<file path="config.mk">
export PLATFORM = sky130hd
export DESIGN_NAME = if_fetch
export DESIGN_NICKNAME = d
export VERILOG_FILES = /design/src/rtl/if_fetch.sv
export SDC_FILE = /design/constraint.sdc
export NUM_CORES = 1
export LEC_CHECK = 0
export BUFFER_PORTS_ARGS = -buffer_cell sky130_fd_sc_hd__buf_2
export CORE_MARGIN = 3
export CORE_UTILIZATION = 27
export CTS_CLUSTER_DIAMETER = 40
export DETAILED_ROUTE_END_ITERATION = 16
export MAX_ROUTING_LAYER = met4
export PLACE_DENSITY = 0.55
export SLEW_MARGIN = 20
export SYNTH_ARGS = -nofsm -noshare
export SYNTH_HDL_FRONTEND = slang
export SYNTH_SLANG_ARGS = --single-unit
</file>
<file path="constraint.sdc">
create_clock -name clk -period 4.7 [get_ports clk]
set_input_delay 0.705 -clock clk [delete_from_list [all_inputs] [get_ports clk]]
set_output_delay 0.705 -clock clk [all_outputs]
set_load 0.1 [all_outputs]
</file>
<file path="src/rtl/if_fetch.sv">
// Instruction-fetch stage: assembles a 32-bit little-endian word from a byte-wide memory port.
// Define ICACHE_EN to add a direct-mapped word cache of ICACHE_DEPTH entries.
module if_fetch #(
  parameter int unsigned ICACHE_DEPTH = 64
) (
  input  logic        clk,
  input  logic        rst,
  input  logic [31:0] pc_i,
  input  logic        pc_ce_i,
  output logic        ready_o,
  input  logic        stall_i,
  input  logic        flush_i,
  output logic [31:0] mem_addr_o,
  output logic        mem_rd_o,
  input  logic [7:0]  mem_din_i,
  output logic [31:0] inst_o,
  output logic [31:0] inst_pc_o,
  output logic        inst_valid_o
);

  typedef enum logic [2:0] {
    StIdle, StRd0, StRd1, StRd2, StRd3, StRdLast, StHit, StDone
  } state_e;

  state_e      r_state;
  logic [31:0] r_fetch_pc;
  logic [23:0] r_bytes;
  logic [31:0] r_mem_addr;
  logic        r_mem_rd;
  logic [31:0] r_inst;
  logic [31:0] r_inst_pc;
  logic        r_inst_valid;

  logic        w_hit;
  logic [31:0] w_hit_word;

  if (ICACHE_DEPTH < 2 || (ICACHE_DEPTH & (ICACHE_DEPTH - 1)) != 0) begin : g_bad_depth
    $error("ICACHE_DEPTH must be a power of 2");
  end

  assign ready_o      = !flush_i && (r_state == StIdle || (r_state == StDone && !stall_i));
  assign mem_addr_o   = r_mem_addr;
  assign mem_rd_o     = r_mem_rd;
  assign inst_o       = r_inst;
  assign inst_pc_o    = r_inst_pc;
  assign inst_valid_o = r_inst_valid;

`ifdef ICACHE_EN
  localparam int unsigned IdxW = $clog2(ICACHE_DEPTH);
  localparam int unsigned TagW = 30 - IdxW;

  logic [31:0]             r_cdata [ICACHE_DEPTH];
  logic [TagW-1:0]         r_ctag  [ICACHE_DEPTH];
  logic [ICACHE_DEPTH-1:0] r_cvalid;
  logic [IdxW-1:0]         w_lu_idx;
  logic [IdxW-1:0]         w_fp_idx;
  logic                    w_fill;

  assign w_lu_idx   = pc_i[IdxW+1:2];
  assign w_fp_idx   = r_fetch_pc[IdxW+1:2];
  assign w_hit      = (pc_i[1:0] == 2'b00) && r_cvalid[w_lu_idx] &&
                      (r_ctag[w_lu_idx] == pc_i[31:IdxW+2]);
  assign w_hit_word = r_cdata[w_fp_idx];
  // Only a completed, word-aligned byte fetch may allocate.
  assign w_fill     = (r_state == StRdLast) && !flush_i && (r_fetch_pc[1:0] == 2'b00);

  always_ff @(posedge clk or negedge rst) begin
    if (!rst) begin
      r_cvalid <= '0;
    end else if (w_fill) begin
      r_cvalid[w_fp_idx] <= 1'b1;
    end
  end

  always_ff @(posedge clk) begin
    if (w_fill) begin
      r_cdata[w_fp_idx] <= {mem_din_i, r_bytes};
      r_ctag[w_fp_idx]  <= r_fetch_pc[31:IdxW+2];
    end
  end
`else
  assign w_hit      = 1'b0;
  assign w_hit_word = '0;
`endif

  always_ff @(posedge clk or negedge rst) begin
    if (!rst) begin
      r_state      <= StIdle;
      r_fetch_pc   <= '0;
      r_bytes      <= '0;
      r_mem_addr   <= '0;
      r_mem_rd     <= 1'b0;
      r_inst       <= '0;
      r_inst_pc    <= '0;
      r_inst_valid <= 1'b0;
    end else if (flush_i) begin
      r_state      <= StIdle;
      r_mem_rd     <= 1'b0;
      r_inst_valid <= 1'b0;
    end else begin
      unique case (r_state)
        StIdle, StDone: begin
          if (r_state == StDone && stall_i) begin
            r_mem_rd <= 1'b0;
          end else begin
            // Any held instruction is consumed on this edge.
            r_inst_valid <= 1'b0;
            if (pc_ce_i) begin
              r_fetch_pc <= pc_i;
              if (w_hit) begin
                r_state <= StHit;
              end else begin
                r_mem_addr <= pc_i;
                r_mem_rd   <= 1'b1;
                r_state    <= StRd0;
              end
            end else begin
              r_state <= StIdle;
            end
          end
        end
        StRd0: begin
          r_mem_addr <= r_fetch_pc + 32'd1;
          r_state    <= StRd1;
        end
        StRd1: begin
          r_bytes[7:0] <= mem_din_i;
          r_mem_addr   <= r_fetch_pc + 32'd2;
          r_state      <= StRd2;
        end
        StRd2: begin
          r_bytes[15:8] <= mem_din_i;
          r_mem_addr    <= r_fetch_pc + 32'd3;
          r_state       <= StRd3;
        end
        StRd3: begin
          r_bytes[23:16] <= mem_din_i;
          r_mem_rd       <= 1'b0;
          r_state        <= StRdLast;
        end
        StRdLast: begin
          r_inst       <= {mem_din_i, r_bytes};
          r_inst_pc    <= r_fetch_pc;
          r_inst_valid <= 1'b1;
          r_state      <= StDone;
        end
        StHit: begin
          r_inst       <= w_hit_word;
          r_inst_pc    <= r_fetch_pc;
          r_inst_valid <= 1'b1;
          r_state      <= StDone;
        end
        default: r_state <= StIdle;
      endcase
    end
  end

endmodule

</file>
* After elaboration in Yosys (flattened, before gate mapping)
Cells that the tools add are included.
** Storage, ports and cells
- Register bits after elaboration :: 157
- Output and inout bits :: 99
- Word-level logic and storage cells :: 63
** Cells by class
- Add/sub/neg operators :: 3
- Eq/ne operators :: 11
- Multiplexer cells :: 15
- Bitwise operators :: 2
- Reductions and logical operators :: 22
** Operators with widths (count)
- $pmux 32 s4 :: 1
- $add 32x2->32 const B :: 2
- $mux 32 :: 2
- $pmux 32 s2 :: 1
- $add 32x1->32 const B :: 1
- $pmux 3 s6 :: 1
- $reduce_and 2->1 :: 7
- $eq 3x3->1 const B :: 4
- $reduce_and 4->1 :: 2
- $eq 3x2->1 const B :: 2
- $mux 1 :: 6
- $mux 3 :: 2
- $reduce_bool 3->1 :: 2
- $ne 2x2->1 const B :: 2
- $ne 4x4->1 const B :: 1
- $pmux 1 s2 :: 2
- $reduce_bool 4->1 :: 1
- $reduce_or 2->1 :: 2
- $eq 3x1->1 const B :: 1
- $logic_and 1x1->1 :: 3
- $logic_not 3->1 :: 1
- $ne 3x3->1 const B :: 1
- $logic_not 1->1 :: 2
- $not 1->1 :: 2
- 2 further kinds :: 2

* Depth between registers and ports, before layout
Gate-level depths: netlist of the first run.
- Word-level depth :: 5
- Depth in mapped cells :: 12

* Worst setup path before layout of the first run
No wires, ideal clock.
- Path type :: in2reg
- From :: input stall_i
- To :: register r_mem_addr[20] (netlist: mem_addr_o[20])
- Library setup time :: 0.126 ns
- Arrival time :: 3.296 ns
- Required time :: 4.574 ns
- Setup slack :: 1.278 ns
- Cell stages on the path :: 6
- Buffers on the path :: 0
- Cells stage by stage :: nand3b_1 -> a21oi_1 -> nand2_1 -> o22ai_1 -> o21ai_0 -> o32a_1
** On the way
- Cells in the longest elaborated chain, start to end :: 3
** RTL lines
- start: declaration :: RTL line 11 : input logic stall_i,
- $logic_and 1x1->1 :: RTL line 103 : if (r_state == StDone && stall_i) begin
- $ne 2x2->1 (no source line)
- $reduce_and 4->1 (no source line)
- end signal: assignment :: RTL line 113 : r_mem_addr <= pc_i;
- end signal: assignment :: RTL line 123 : r_mem_addr <= r_fetch_pc + 32'd1;
- end signal: assignment :: RTL line 128 : r_mem_addr <= r_fetch_pc + 32'd2;
- end: declaration :: RTL line 28 : logic [31:0] r_mem_addr;
No other way between the ends.
A chain may end at the register's enable or synchronous reset.

* Worst setup path in the final report of the first run
- From :: register r_state[2]
- To :: register r_mem_addr[29] (netlist: mem_addr_o[29])
** On the way
- Cells in the longest elaborated chain, start to end :: 4
** RTL lines
- start: declaration :: RTL line 25 : state_e r_state;
- start signal: assignment :: RTL line 88 : r_state <= StIdle;
- start signal: assignment :: RTL line 97 : r_state <= StIdle;
- start signal: assignment :: RTL line 111 : r_state <= StHit;
- $eq 3x3->1 or $logic_not 3->1 (tied branches) :: RTL line 101, 103
- $reduce_or 2->1 or $logic_and 1x1->1 (tied branches) :: RTL line 101, 103
- $reduce_bool 4->1 (no source line) or $ne 2x2->1 (tied branches)
- $reduce_and 4->1 (no source line)
Parallel ways exist; a longest one is shown, timed or not.

==> out/results.ini, run 1 <==
[outcome]
status = finished, final reports clean

[synth]
synth_cell_types = 58
ys_seq_area_share_pct = 50.2
postSynthNetCount = 867
synth_warnings = 0
synth_top_area_cell = dfrtp_1
ys_seq_elements = 157
post-synth-top-count-cell = nand2_1
async_flop_share_pct = 100
syn_area_mm2 = 0.00782
synthCells = 815
yosysTopAreaCellShare_pct = 50.2
synth_area_leaders = dfrtp_1 (50%), nand2_1 (9.4%), mux2_2 (7.6%)
synth.top_cells.by_count = nand2_1 (196), dfrtp_1 (157), nor2_1 (56)
avgSynthCellArea_um2 = 9.60
synth_edf_count = 0
synth_top_flop_cell = dfrtp_1

[critical_path]
critPathKind = reg2reg
cp-end-kind = flip-flop
slowest_delay_ps = 580
arrival_ps = 3380
worst_ep_required_time_ps = 5000
slowest_stage = dfrtp_1
startpoint_type = flip-flop
worst-path-max-fanout = 12
crit_chain = clkinv_1 > nand2_1 > inv_1 > ha_1 > a21o_1 > nor3b_1 > buf_4 > nand4_1 > xnor2_1 > a222oi_1 > a21oi_1

[place]
dpl_cell_area_mm2 = 0.00891
place.detailed.hpwl_um = 16700
port_buffers = 143
dpl.cell_count = 1284
gp_congestion = 0.883

[global_route]
antenna_found_initial = 1
grt_util_met2_pct = 24.1
grt_pass1_wl_um = 37100
grt.overflow.total = 0
busiest_layer = met2
grt_pass1_vias = 6297
grt_usage_pct = 15.9
grt_max_degree = 91
grtUsageMet1_pct = 20.3
met3_usage_pct = 5.14

[route]
post_drt_wl_per_cell_um = 18.2
num_vias = 6429
antenna_left = 0
routed_wirelength_um = 23900
drc_errors = 0
firstDrtPassIters = 9
first_iter_violations = 536
viasPerCell = 4.88

[clocking]
postCtsSetupRepairBufs = 0
cts-hold-fix-buffers = 0
cts_max_level = 4
clockRootBuffer = clkbuf_16
clock_sink_count = 157
cts_resized = 0
clk_latency_ps = 430
numCtsBuffers = 17
cts_buffer_depth = 2
path_clk_slew_ps = 70
cts_tree = done

[finish]
drive_gt1_share_pct = 27.6
nets = 977
stdcell_area_mm2 = 0.00947
fin_cells = 1317
areaGrowthSynthToFinish_pct = 21.1
finalCoreUtilization_pct = 33.6

[power_and_ir_drop]
pwr-share-comb_pct = 49.0
swShare_pct = 54.6
p_leak_uw = 0.00443
power.internal_uw = 3270
pwr_density_cell_mw_per_mm2 = 760
switching_power_uw = 3930
seqPwrFrac_pct = 32.5
clock_power_share_pct = 18.5
vdd_ir_drop_max_mv = 0.424

[timing]
hold_viol = 0
tightest_slew_ps = 986
setup_tns_ps = 0
clock.fmax_ghz = 0.325
fin_skew_ps = 12.0
period_share_pct = 65.5
rsz0062_at_grt = no
min_period_ps = 3080
slew_viol_final = 0
setup_viol = 0
holdWs_ps = 321
slew_headroom_pct = 34.0

[die]
die_area_mm2 = 0.0311
ios = 144
core_area_mm2 = 0.0282
std_cell_rows = 61
chipHeight_um = 176
initial_core_util_pct = 27.8
die_w_um = 176

[run]
maxCapViolCount = 0

[hold_path]
hp-class = in2async

-- state kept, by name, indices dropped and copies added, names as in the netlist --
| register | count |
|---|---|
| mem_addr_o | 32 |
| inst_pc_o | 32 |
| r_bytes | 24 |
| inst_o | 32 |
| r_fetch_pc | 32 |
| inst_valid_o | 1 |
| r_state | 3 |
| mem_rd_o | 1 |
-- power by group through the flow --
stage          Sequential (µW)  Clock (µW)  Combinational, µW
2_1_floorplan             4090           0               1110
3_3_place_gp              2350           0               3510
3_5_place_dp              2360           0               3540
4_1_cts                   2340        1370               3550
5_1_grt                   2410        1430               3710
6_report                  2340        1330               3530
-- cells by family after synthesis --
group	Yosys count	share of synthesized area, %
simple gates	360	21.3
flops	157	50.2
compound gates	113	9.68
buf+inv	72	4.03
mux	56	8.01
xor+xnor	50	5.60
fa+ha+maj	7	1.22
-- critical path, delay by kind of cell, from the launching register on --
kind,cells,cell delay (ps)
AOI/OAI and AO/OA,3,640
adders and majority gates,1,270
xor gates and xnor gates,1,170
and+or+nand+nor,3,590
buffers and inverters,3,680
DFF,1,580
-- stage by stage --
step | power [µW] | worst slack (ps)
finish | 7200 | 1620
global route | 7550 | 1330
CTS | 7250 | 1610
detailed placement | 5900 | 1630
global placement | 5860 | 1660
floorplan | 5200 | 1280
-- layout make-up --
class / instances / area, µm²
inverter: 9 / 33.8
multi-input combinational: 586 / 3640
tap: 378 / 473
timing repair buffer: 154 / 837
clock buffer: 18 / 439
sequential: 157 / 3930
fill: 2919 / 18700
clock inverter: 14 / 121
antenna: 1 / 2.50
-- layout by cell type, fill, tap and decap left out, types with 6 or more instances in the layout --
master,count
o21ai_0,16
nor3_1,7
nor2_1,55
clkbuf_16,17
inv_6,6
a21oi_1,40
buf_2,142
mux2_2,53
a22oi_1,6
nand2_1,195
o22ai_1,6
xnor2_1,37
xor2_1,13
inv_1,8
nand3_1,51
a222oi_1,16
ha_1,6
dfrtp_1,157
buf_4,9
nand4_1,16
-- worst paths after layout --
check | from | endpoint | cells after the start | slack [ps]
worst max-delay path | r_state[2]$_DFFE_PN0P_ | mem_addr_o[29]$_DFFE_PN0P_ | 11 | 1620
worst min-delay path | rst | inst_pc_o[16]$_DFFE_PN0P_ | 1 | 320
worst max register to register | r_state[2]$_DFFE_PN0P_ | mem_addr_o[29]$_DFFE_PN0P_ | 11 | 1620
worst min register to register | inst_o[22]$_DFFE_PN0P_ | inst_o[22]$_DFFE_PN0P_ | 2 | 470
max in group asynchronous | rst | r_bytes[7]$_DFFE_PN0P_ | 2 | 3420
min in group clk | inst_o[22]$_DFFE_PN0P_ | inst_o[22]$_DFFE_PN0P_ | 2 | 470
-- metal layers --
metal / up-vias / share of wire, %
met1: 3156 / 45
li1: 3040 / -
met5: - / 0
met4: 0 / 1.2
met2: 213 / 46
met3: 20 / 8.2
No activity file was read; power rests on OpenSTA's default activity.
==> run 2, diff against run 1 <==
==> constraint.sdc (replaced) <==
create_clock -name clk -period 3.13 [get_ports clk]
set_input_delay 0.4695 -clock clk [delete_from_list [all_inputs] [get_ports clk]]
set_output_delay 0.4695 -clock clk [all_outputs]
set_load 0.1 [all_outputs]
==> run 2 against run 1 <==
Flip-flop and latch count unchanged. Highest routed layer unchanged. Combinational power grew 54%. Die area unchanged.
==> out/results.ini, run 2 (synthesis gave the netlist of run 1 again) <==
[outcome]
status = finished, final reports clean

[clocking]
clockRootBuffer = clkbuf_16
cts-hold-fix-buffers = 0
cts_buffer_depth = 2
postCtsSetupRepairBufs = 0
cts_resized = 0
cts_tree = done
clk_latency_ps = 450
clock_sink_count = 157
numCtsBuffers = 17
path_clk_slew_ps = 80
cts_max_level = 4

[critical_path]
worst-path-max-fanout = 7
arrival_ps = 3020
startpoint_type = flip-flop
worst_ep_required_time_ps = 3440
cp-end-kind = flip-flop
rrSetupSlack_ps = 420
critPathKind = reg2reg
rr_worst_depth = 8

[finish]
drive_gt1_share_pct = 28.9
multi_input_area_mm2 = 0.00364
layout_commonest_cell = nand2_1
seq_area_mm2 = 0.00393
nets = 994
n_fill_cell = 2923
areaGrowthSynthToFinish_pct = 22.9
final_cell_mix = nand2_1 (196), dfrtp_1 (157), buf_2 (142), nor2_1 (55), mux2_2 (53)

[timing]
rsz0062_at_grt = no
setup_viol = 0
slew_headroom_pct = 45.1
holdWs_ps = 30.3
fin_skew_ps = 13.3
min_period_ps = 2710
clock.fmax_ghz = 0.369
setup_tns_ps = 0
hold_viol = 0
tightest_slew_ps = 820
period_share_pct = 86.5
slew_viol_final = 0

[route]
first_iter_violations = 591
wl_met1_um = 10600
num_vias = 6513
dr_wl_met2_um = 11300
met3_length_um = 1920
viasPerCell = 4.88
routed.top_layer = met4
routed_wirelength_um = 24200
drc_errors = 0
firstDrtPassIters = 7
post_drt_wl_per_cell_um = 18.2
antenna_left = 0

[place]
gp_congestion = 0.890
port_buffers = 143
place.detailed.hpwl_um = 17300

[power_and_ir_drop]
p_leak_uw = 0.00452
total_power_uw = 11000
vdd_ir_drop_max_mv = 0.664
pwr_density_cell_mw_per_mm2 = 1140

[global_route]
grt_pass1_wl_um = 38000
grt_pass1_vias = 6555
grt_max_degree = 70
grt.overflow.total = 0
antenna_found_initial = 1
grt_usage_pct = 16.1

[die]
die_area_mm2 = 0.0311
std_cell_rows = 61
core_area_mm2 = 0.0282
chipHeight_um = 176
initial_core_util_pct = 27.8
die_w_um = 176
ios = 144

[hold_path]
hp-class = in2async

[run]
maxCapViolCount = 0

## run 2: cell count changes in the layout (fill, tap and decap cells not counted), sizes merged
cell and delta:
buf +17, clkbuf -1, clkinv +1, clkinvlp -1
inv +1
## run 2: per-stage QoR
stage	setup WS [ps]	cells	util, %	area, µm²
2_1_floorplan	432	815	-	7830
3_3_place_gp	588	1301	32.0	9020
3_5_place_dp	496	1301	32.0	9020
4_1_cts	426	1333	34.1	9610
5_1_grt	220	1334	34.1	9620
6_report	423	1334	34.1	9620
## run 2: path summary, 6_finish.rpt
kind	start	end
max in group asynchronous	rst	inst_o[25]$_DFFE_PN0P_
hold reg to reg	inst_o[21]$_DFFE_PN0P_	inst_o[21]$_DFFE_PN0P_
setup / recovery	r_state[1]$_DFFE_PN0P_	mem_addr_o[14]$_DFFE_PN0P_
hold / removal	rst	inst_pc_o[19]$_DFFE_PN0P_
min in group clk	pc_i[0]	r_fetch_pc[0]$_DFFE_PN0P_
setup reg to reg	r_state[1]$_DFFE_PN0P_	mem_addr_o[14]$_DFFE_PN0P_
## run 2: critical path, cell delays in order (launching register included)
cell and delay (ps):
dfrtp_1 430, ha_1 200, nand2_1 140, fa_1 530
nor2_1 510, nand2_1 160, xnor2_1 170, a222oi_1 320
a21oi_1 110
## run 2: cell type report
class	instances	area share, %
clock inverters	15	1.77
clock buffers	17	4.42
inverters	9	0.351
diodes	1	0.0260
repair buffers	171	9.82
well taps	378	4.92
flip-flops and latches	157	40.9
multi-input cells	586	37.8
## run 2: power breakdown
part	total [µW]	internal, µW	switching, µW	leakage [µW]
sequential	3470	2750	722	0.00198
combinational	5420	1140	4270	0.00225
clock	2100	1080	1020	0.000288
## run 2: per-layer routing
| layer | global-route usage [%] | vias up |
|---|---|---|
| li1 | - | 3078 |
| met4 | 4.65 | 0 |
| met1 | 20.6 | 3206 |
| met2 | 25.0 | 198 |
| met3 | 4.77 | 31 |
| met5 | - | - |
==> run 3, diff against run 2 <==
--- a/config.mk
+++ b/config.mk
@@ -5,13 +5,14 @@
 export SDC_FILE = /design/constraint.sdc
 export NUM_CORES = 1
 export LEC_CHECK = 0
+export ABC_AREA = 1
 export BUFFER_PORTS_ARGS = -buffer_cell sky130_fd_sc_hd__buf_2
 export CORE_MARGIN = 3
 export CORE_UTILIZATION = 27
 export CTS_CLUSTER_DIAMETER = 40
 export DETAILED_ROUTE_END_ITERATION = 16
 export MAX_ROUTING_LAYER = met4
-export PLACE_DENSITY = 0.55
+export PLACE_DENSITY = 0.54
 export SLEW_MARGIN = 20
 export SYNTH_ARGS = -nofsm -noshare
 export SYNTH_HDL_FRONTEND = slang
==> run 3 against run 2 <==
The flow now finishes with violations (negative hold slack). First-iteration DRC count is 11% higher. Final cell count is 23% higher. Count of clock-buffer cells in the layout stayed put. Global-route usage is 1.5 points higher. Via count is 18% higher. Non-clock buffer count is 13 lower. Area after synthesis is 3.6% higher. Critical path type unchanged.
==> out/results.ini, run 3 <==
[place]
port_buffers = 143
place.detailed.hpwl_um = 19800
dpl_cell_area_mm2 = 0.00927
gp_congestion = 0.915

[synth]
ys_seq_elements = 157
async_flop_share_pct = 100
synth_top_flop_cell = dfrtp_1
yosysTopAreaCellShare_pct = 48.5
postSynthNetCount = 1160
synthCells = 1108
synth_cell_types = 31
synth_top_area_cell = dfrtp_1
synth_edf_count = 0
ys_seq_area_share_pct = 48.5
avgSynthCellArea_um2 = 7.31
post-synth-top-count-cell = nand2_1
synth_area_leaders = dfrtp_1 (48%), nand2_1 (16%), nand3_1 (8.7%)
synth.top_cells.by_count = nand2_1 (338), dfrtp_1 (157), nand3_1 (141)
syn_area_mm2 = 0.00810
synth_warnings = 0

[outcome]
violations = negative hold slack
status = finished with violations

[route]
first_iter_violations = 658
dr_wl_met2_um = 12500
wl_met1_um = 12600
viasPerCell = 4.67
met3_length_um = 1550
routed.top_layer = met4
drc_errors = 0
antenna_left = 0
firstDrtPassIters = 7
post_drt_wl_per_cell_um = 16.5
num_vias = 7683
routed_wirelength_um = 27000

[critical_path]
slowest_stage = fa_1
rrSetupSlack_ps = 570
rr_worst_depth = 13
startpoint_type = flip-flop
worst_ep_required_time_ps = 3470
crit_buf_inv = 3
r2r_end = mem_addr_o[28]$_DFFE_PN0P_
cp-end-kind = flip-flop
critPathKind = reg2reg
r2r_start = r_state[1]$_DFFE_PN0P_
crit_chain = ha_1 > inv_1 > nor2_1 > inv_1 > fa_1 > nor2_4 > nand2_1 > nor2_1 > nand3_1 > nand3_1 > nand3_1 > nand2_1 > inv_1
worst-path-max-fanout = 6
crit_end = mem_addr_o[28]$_DFFE_PN0P_
crit_family = simple AND/OR/NAND/NOR gates
cp-startpoint = r_state[1]$_DFFE_PN0P_
arrival_ps = 2900
slowest_delay_ps = 450
cp_num_cells = 13

[die]
core_area_mm2 = 0.0292
die_w_um = 179
ios = 144
die_area_mm2 = 0.0321
std_cell_rows = 62
initial_core_util_pct = 27.8
chipHeight_um = 179

[clocking]
numCtsBuffers = 17
cts_buffer_depth = 2
cts-hold-fix-buffers = 0
clock_sink_count = 157
clockRootBuffer = clkbuf_16
cts_tree = done
cts_resized = 0
cts_max_level = 4
postCtsSetupRepairBufs = 0
path_clk_slew_ps = 80
clk_latency_ps = 440

[timing]
min_period_ps = 2560
setup_viol = 0
clock.fmax_ghz = 0.391
rsz0062_at_grt = no
setup_tns_ps = 0
hold_viol = 3
slew_headroom_pct = 53.7
fin_skew_ps = 16.1
period_share_pct = 81.7
tightest_slew_ps = 694
slew_viol_final = 0
holdWs_ps = -6.24

[finish]
final_cell_mix = nand2_1 (338), dfrtp_1 (157), buf_2 (142), nand3_1 (140), nor2_1 (121)
areaGrowthSynthToFinish_pct = 22.1
nets = 1297
n_fill_cell = 3167
finalCoreUtilization_pct = 33.9
stdcell_area_mm2 = 0.00989
drive_gt1_share_pct = 17.6
layout_commonest_cell = nand2_1

[global_route]
grt.overflow.total = 0
grt_pass1_wl_um = 42200
grt_usage_pct = 17.6
antenna_found_initial = 2
grt_max_degree = 65
grt_pass1_vias = 7379

[hold_path]
hp-class = in2async

[run]
maxCapViolCount = 0

-- run 3: how the worst min path moves through the flow --
stage	endpoint	slack, ps	depth (start not counted)
final	inst_pc_o[22]$_DFFE_PN0P_	-6	1
after global routing	inst_pc_o[22]$_DFFE_PN0P_	30	1
after CTS	inst_pc_o[22]$_DFFE_PN0P_	20	1
after detailed placement	inst_o[2]$_DFFE_PN0P_	460	2
after global placement	inst_o[28]$_DFFE_PN0P_	460	2
after floorplan	inst_o[0]$_DFFE_PN0P_	170	0
-- run 3: kinds of logic (layout without fill, tap and decap cells) --
group,count (synthesis),count (layout),synth area share (%)
buffers and inverters,160,310,7.72
flip-flops,157,157,48.5
adder cells (fa/ha/maj),7,7,1.17
other,0,2,0
AND/OR/NAND/NOR,641,641,33.4
AO/OA/AOI/OAI,143,143,9.19
-- run 3: area by class of cell --
type	count	area [µm²]	share of cell area [%]
repair buffers	158	860	8.69
diodes	2	5.00	0.0506
multi-input cells	791	3550	35.9
well taps	384	480	4.86
clock buffers	17	425	4.30
inverters	120	450	4.55
clock inverters	15	191	1.93
flip-flops and latches	157	3930	39.7
-- run 3: worst register-to-register path, cell delays in order, from the launching register on --
cell and delay (ps):
dfrtp_1 420, ha_1 270, inv_1 60, nor2_1 160, inv_1 110, fa_1 450
nor2_4 250, nand2_1 170, nor2_1 200, nand3_1 100, nand3_1 100, nand3_1 70
nand2_1 60, inv_1 40
-- run 3: metrics by stage --
| stage | cells | setup slack, ps | hold WS, ps |
|---|---|---|---|
| 3_5_place_dp | 1610 | 596 | 462 |
| 3_3_place_gp | 1610 | 696 | 460 |
| 5_1_grt | 1644 | 303 | 31.2 |
| 6_report | 1644 | 572 | -6.24 |
| 4_1_cts | 1642 | 574 | 22.1 |
| 2_1_floorplan | 1108 | 478 | 174 |
-- run 3: routing by layer --
metal | up-vias | GRT usage (%)
met3 | 28 | 3.11
met1 | 3621 | 23.8
met4 | 0 | 4.35
met2 | 238 | 27.7
met5 | - | -
li1 | 3796 | -
Power of run 3 is left out: the tool's default activity adds up to more than one toggle a clock period on the data nets, which glitch-free logic cannot reach.
